--- src/rtl/ps2_byte_receiver_if.sv ---
// rtl/ps2_byte_receiver_if.sv - byte handshake between the PS/2 receiver and the mouse master SM
interface ps2_byte_receiver_if;
  logic       READ_ENABLE;
  logic [7:0] BYTE_READ;
  logic [1:0] BYTE_ERROR_CODE;
  logic       BYTE_READY;

  modport master (
    output READ_ENABLE,
    input  BYTE_READ,
    input  BYTE_ERROR_CODE,
    input  BYTE_READY
  );

  modport slave (
    input  READ_ENABLE,
    output BYTE_READ,
    output BYTE_ERROR_CODE,
    output BYTE_READY
  );
endinterface

--- src/rtl/ps2_byte_receiver.sv ---
// rtl/ps2_byte_receiver.sv - PS/2 device-to-host 11-bit frame receiver with parity/stop/timeout checks
module ps2_byte_receiver #(
  parameter int TIMEOUT_CYCLES = 10000
) (
  input  logic                CLK,
  input  logic                RESET,
  input  logic                CLK_MOUSE_IN,
  input  logic                DATA_MOUSE_IN,
  ps2_byte_receiver_if.slave  byte_if
);

  localparam logic [15:0] TMO_LIMIT = 16'(TIMEOUT_CYCLES);

  typedef enum logic [1:0] {
    IDLE   = 2'd0,
    DATA   = 2'd1,
    PARITY = 2'd2,
    STOP   = 2'd3
  } state_t;

  state_t      state, state_nxt;
  logic        clk_a, clk_b, clk_c;
  logic        dat_a, dat_b;
  logic        fe;
  logic [2:0]  bit_cnt, bit_cnt_nxt;
  logic [7:0]  shift_q, shift_nxt;
  logic        par_acc, par_acc_nxt;
  logic        perr, perr_nxt;
  logic [15:0] tmo_cnt, tmo_cnt_nxt;
  logic [7:0]  byte_q, byte_nxt;
  logic [1:0]  err_q, err_nxt;
  logic        ready_q, ready_nxt;

  // Pins idle high, so the synchronisers reset high to avoid a false edge.
  always_ff @(posedge CLK) begin
    if (RESET) begin
      clk_a <= 1'b1;
      clk_b <= 1'b1;
      clk_c <= 1'b1;
      dat_a <= 1'b1;
      dat_b <= 1'b1;
    end else begin
      clk_a <= CLK_MOUSE_IN;
      clk_b <= clk_a;
      clk_c <= clk_b;
      dat_a <= DATA_MOUSE_IN;
      dat_b <= dat_a;
    end
  end

  assign fe = ~clk_b & clk_c;

  always_ff @(posedge CLK) begin
    if (RESET) begin
      state   <= IDLE;
      bit_cnt <= 3'd0;
      shift_q <= 8'h00;
      par_acc <= 1'b0;
      perr    <= 1'b0;
      tmo_cnt <= 16'd0;
      byte_q  <= 8'h00;
      err_q   <= 2'b00;
      ready_q <= 1'b0;
    end else begin
      state   <= state_nxt;
      bit_cnt <= bit_cnt_nxt;
      shift_q <= shift_nxt;
      par_acc <= par_acc_nxt;
      perr    <= perr_nxt;
      tmo_cnt <= tmo_cnt_nxt;
      byte_q  <= byte_nxt;
      err_q   <= err_nxt;
      ready_q <= ready_nxt;
    end
  end

  always_comb begin
    state_nxt   = state;
    bit_cnt_nxt = bit_cnt;
    shift_nxt   = shift_q;
    par_acc_nxt = par_acc;
    perr_nxt    = perr;
    tmo_cnt_nxt = tmo_cnt + 16'd1;
    byte_nxt    = byte_q;
    err_nxt     = 2'b00;
    ready_nxt   = 1'b0;

    case (state)
      IDLE: begin
        tmo_cnt_nxt = 16'd0;
        if (fe && byte_if.READ_ENABLE && !dat_b) begin
          state_nxt   = DATA;
          bit_cnt_nxt = 3'd0;
          par_acc_nxt = 1'b0;
        end
      end
      DATA: begin
        if (fe) begin
          shift_nxt   = {dat_b, shift_q[7:1]};
          par_acc_nxt = par_acc ^ dat_b;
          bit_cnt_nxt = bit_cnt + 3'd1;
          if (bit_cnt == 3'd7) state_nxt = PARITY;
        end
      end
      PARITY: begin
        if (fe) begin
          perr_nxt  = ~(par_acc ^ dat_b);
          state_nxt = STOP;
        end
      end
      STOP: begin
        if (fe) begin
          byte_nxt  = shift_q;
          err_nxt   = {~dat_b, perr};
          ready_nxt = 1'b1;
          state_nxt = IDLE;
        end
      end
      default: begin
        state_nxt   = IDLE;
        tmo_cnt_nxt = 16'd0;
      end
    endcase

    // A clock fall always beats a coincident timeout.
    if (fe) begin
      tmo_cnt_nxt = 16'd0;
    end else if (state != IDLE && tmo_cnt == TMO_LIMIT) begin
      state_nxt   = IDLE;
      tmo_cnt_nxt = 16'd0;
    end
  end

  assign byte_if.BYTE_READ       = byte_q;
  assign byte_if.BYTE_ERROR_CODE = err_q;
  assign byte_if.BYTE_READY      = ready_q;

endmodule
--- src/flat_wrapper.sv ---
// flat-port wrapper written by rule: the top's interface ports become plain ports
module ps2_byte_receiver_flat 
#(
  parameter int TIMEOUT_CYCLES = 10000
)
  (CLK, RESET, CLK_MOUSE_IN, DATA_MOUSE_IN, byte_if_READ_ENABLE, byte_if_BYTE_READ, byte_if_BYTE_ERROR_CODE, byte_if_BYTE_READY);
  ps2_byte_receiver_if byte_if_i ();
  input  logic CLK;
  input  logic RESET;
  input  logic CLK_MOUSE_IN;
  input  logic DATA_MOUSE_IN;
  input wire logic [$bits(byte_if_i.READ_ENABLE)-1:0] byte_if_READ_ENABLE;
  output wire logic [$bits(byte_if_i.BYTE_READ)-1:0] byte_if_BYTE_READ;
  output wire logic [$bits(byte_if_i.BYTE_ERROR_CODE)-1:0] byte_if_BYTE_ERROR_CODE;
  output wire logic [$bits(byte_if_i.BYTE_READY)-1:0] byte_if_BYTE_READY;
  assign byte_if_i.READ_ENABLE = byte_if_READ_ENABLE;
  assign byte_if_BYTE_READ = byte_if_i.BYTE_READ;
  assign byte_if_BYTE_ERROR_CODE = byte_if_i.BYTE_ERROR_CODE;
  assign byte_if_BYTE_READY = byte_if_i.BYTE_READY;
  ps2_byte_receiver #(.TIMEOUT_CYCLES(TIMEOUT_CYCLES)) u_core (.CLK(CLK), .RESET(RESET), .CLK_MOUSE_IN(CLK_MOUSE_IN), .DATA_MOUSE_IN(DATA_MOUSE_IN), .byte_if(byte_if_i));
endmodule
--- config.mk ---
export PLATFORM = sky130hd
export DESIGN_NAME = ps2_byte_receiver_flat
export DESIGN_NICKNAME = d
export VERILOG_FILES = /design/src/rtl/ps2_byte_receiver_if.sv /design/src/rtl/ps2_byte_receiver.sv /design/src/flat_wrapper.sv
export SDC_FILE = /design/constraint.sdc
export NUM_CORES = 1
export LEC_CHECK = 0
export CORE_MARGIN = 2
export CORE_UTILIZATION = 30
export CTS_CLUSTER_DIAMETER = 30
export CTS_CLUSTER_SIZE = 12
export DETAILED_ROUTE_END_ITERATION = 7
export PLACE_DENSITY = 0.46
export SLEW_MARGIN = 20
export SYNTH_ARGS = -nofsm -noshare
export SYNTH_HDL_FRONTEND = slang
export SYNTH_SLANG_ARGS = --single-unit
--- constraint.sdc ---
create_clock -name CLK -period 2 [get_ports CLK]
set_input_delay 0.2 -clock CLK [delete_from_list [all_inputs] [get_ports CLK]]
set_output_delay 0.2 -clock CLK [all_outputs]
set_load 0.05 [all_outputs]
==> results.sh <==
export IMPL_ys_seq_area_frac=0.504
export IMPL_finalPower_mw=1.58
export IMPL_finalMaxSlewViolations=0
export IMPL_required_ps=1800
export IMPL_syn_area_per_cell_um2=8.81
export IMPL_numCtsBuffers=5
export IMPL_cts_resized=0
export IMPL_pwr_share_clk=0.383
export IMPL_fin_nets=239
export IMPL_p_seq_frac=0.598
export IMPL_die_area_um2=6870
export IMPL_clock_root_buffer="clkbuf_8"
export IMPL_preCtsSetupSlack_ps=374
export IMPL_cp_start_kind="flop"
export IMPL_h_tree_depth=2
export IMPL_peakVddDrop_mv=0.318
export IMPL_antenna_found_initial=0
export IMPL_switching_power_mw=0.340
export IMPL_port_buffers=15
export IMPL_worstSetupPathType="flop to output pin"
export IMPL_multi_input_area_um2=866
export IMPL_p_comb_frac=0.019
export IMPL_p_leak_nw=0.708
export IMPL_synth_area_leader_cell="dfxtp_1"
export IMPL_drc_errors=0
export IMPL_area_growth_pct=18.1
export IMPL_firstDrtPassIters=4
export IMPL_synth_most_common_cell="dfxtp_1"
export IMPL_grt_overflow=0
export IMPL_start_util=0.314
export IMPL_setup_viol=0
export IMPL_critical_path_arrival_ps=1440
export IMPL_synth_edf_count=0
export IMPL_cts_buffer_depth=2
export IMPL_cts_sinks=47
export IMPL_grt_use_total=0.107
export IMPL_crit_chain="clkdlybuf4s50_1"
export IMPL_yosys_area_top_type_share=0.504
export IMPL_drt_wl_total_um=3500
export IMPL_ys_ff_latch=47
export IMPL_max_slew_worst_pin_slew_ps=728
export IMPL_post_place_cells=298
export IMPL_drive_gt1_frac=0.104
export IMPL_cellPowerDensity_nw_per_um2=715
export IMPL_post_cts_buffers=0
export IMPL_hpwl_um=2450
export IMPL_r2r_cells=6
export IMPL_grt_max_degree=31
export IMPL_setup_tns_ps=0
export IMPL_synthTopCellsByArea="dfxtp_1, nand2_1, a21oi_1, nor2_1, xor2_1"
export IMPL_status="complete, no violations"
export IMPL_netlist_top_cells_count="dfxtp_1, nand2_1, a21oi_1, nor2_1"
export IMPL_regArea_um2=941
export IMPL_syn_inst=212
export IMPL_hold_violations=0
export IMPL_cts_tree="done"
export IMPL_postCtsHoldBufs=0
export IMPL_cpLargestDelayFamily="buffers and inverters"
export IMPL_holdPathStages=1
export IMPL_ys_flop_type="dfxtp_1"
export IMPL_drtAntennaViolNets=0
export IMPL_antennaDiodeCount=0
export IMPL_dpl_cell_area_um2=2110
export IMPL_max_slew_margin=0.513
export IMPL_synth_fp_nets=221
export IMPL_drtIter0Drc=78
export IMPL_rows=28
export IMPL_cp_slowest_cell="clkdlybuf4s50_1"
export IMPL_layout_setup_ws_ps=356
export IMPL_clock_latency_ps=300
export IMPL_grt_pass1_vias=1370
export IMPL_n_fill_cell=635
export IMPL_routed_via_count=1412
export IMPL_max_freq_ghz=0.608
export IMPL_rsz0062_at_grt="no"
export IMPL_fin_util=0.370
export IMPL_die_y_um=82.9
export IMPL_slowest_delay_ps=800
export IMPL_die_w_um=82.9
export IMPL_finalCriticalPeriod_ps=1640
export IMPL_ios=16
export IMPL_fin_worst_skew_ps=14.3
export IMPL_hold_slack_ps=414
export IMPL_final_area_um2=2210
export IMPL_path_clk_slew_ps=90
export IMPL_endpoint_kind="output pin"
export IMPL_cp_num_buf_inv=1
export IMPL_grt_pass1_wl_um=6120
export IMPL_viasPerCell=4.61
export IMPL_max_cap_viol_count=0
export IMPL_async_flop_share=0
export IMPL_syn_area_um2=1870
export IMPL_fin_cells=306
export IMPL_hold_path_class="flop to flop"
export IMPL_wl_per_cell_um=11.5
export IMPL_switching_share=0.216
export IMPL_globalplace_congestion=0.735
export IMPL_layout_worst_path_cycle_share=0.822
export IMPL_p_int_mw=1.24
export IMPL_ys_warn_count=0
export IMPL_cp_depth=1
export IMPL_yosysUniqueCellTypes=39
export IMPL_fp_coreArea_um2=5960
export IMPL_cp_max_fo=2
worst paths after layout:
path / from / endpoint / slack [ps]
min: u_core.clk_a$_SDFF_PP1_ / u_core.clk_b$_SDFF_PP1_ / 410
min reg2reg: u_core.clk_a$_SDFF_PP1_ / u_core.clk_b$_SDFF_PP1_ / 410
max reg2reg: u_core.tmo_cnt[0]$_SDFF_PP0_ / u_core.tmo_cnt[9]$_SDFF_PP0_ / 410
max: u_core.byte_if.BYTE_READ[7]$_SDFFE_PP0P_ / byte_if_BYTE_READ[7] / 360
final cells by class:
class                      count  share of cell area
clock inverter                 2             0.00737
timing repair buffer          20              0.0851
multi-input combinational    151               0.393
clock buffer                   6              0.0374
inverter                       5             0.00851
tap                           75              0.0425
sequential                    47               0.427
layer usage:
layer,GRT usage,part of all wire,up-vias
met5,0,0,-
met4,0.0447,0.0068,0
met3,0.0308,0.027,2
met2,0.166,0.44,12
met1,0.138,0.52,648
li1,-,-,750
sequential cells by signal, indices dropped and copies added (netlist names), 2 cells and up:
register                        flops
u_core.state                        2
u_core.bit_cnt                      3
u_core.byte_if.BYTE_READ            8
u_core.tmo_cnt                     16
u_core.byte_if.BYTE_ERROR_CODE      2
u_core.shift_q                      8
power by group through the flow:
stage / combinational (mW) / sequential [mW] / clock [mW]
2_1_floorplan: 0.0161 / 0.964 / 0
3_3_place_gp: 0.0302 / 0.965 / 0
3_5_place_dp: 0.0298 / 0.965 / 0
4_1_cts: 0.0299 / 0.943 / 0.635
5_1_grt: 0.0323 / 0.944 / 0.678
6_report: 0.0292 / 0.943 / 0.605
cells in the final DEF, fill, tap and decap left out, types with 5 or more instances in the layout:
| master | count |
|---|---|
| clkdlybuf4s50_1 | 15 |
| a21oi_1 | 23 |
| nand3_1 | 6 |
| nor2_1 | 22 |
| nand2_1 | 37 |
| clkbuf_8 | 6 |
| xnor2_1 | 5 |
| xor2_1 | 6 |
| buf_4 | 5 |
| or2_2 | 5 |
| dfxtp_1 | 47 |
| nand4_1 | 5 |
cells by family after synthesis:
kind of cell / count (synthesis) / synth area share
buf+inv: 14 / 0.0328
xor+xnor: 11 / 0.0516
compound gates: 36 / 0.111
simple gates: 99 / 0.269
mux: 1 / 0.00536
flops: 47 / 0.504
fa+ha+maj: 4 / 0.0268
Note: power is estimated with default switching activity, not from simulation.
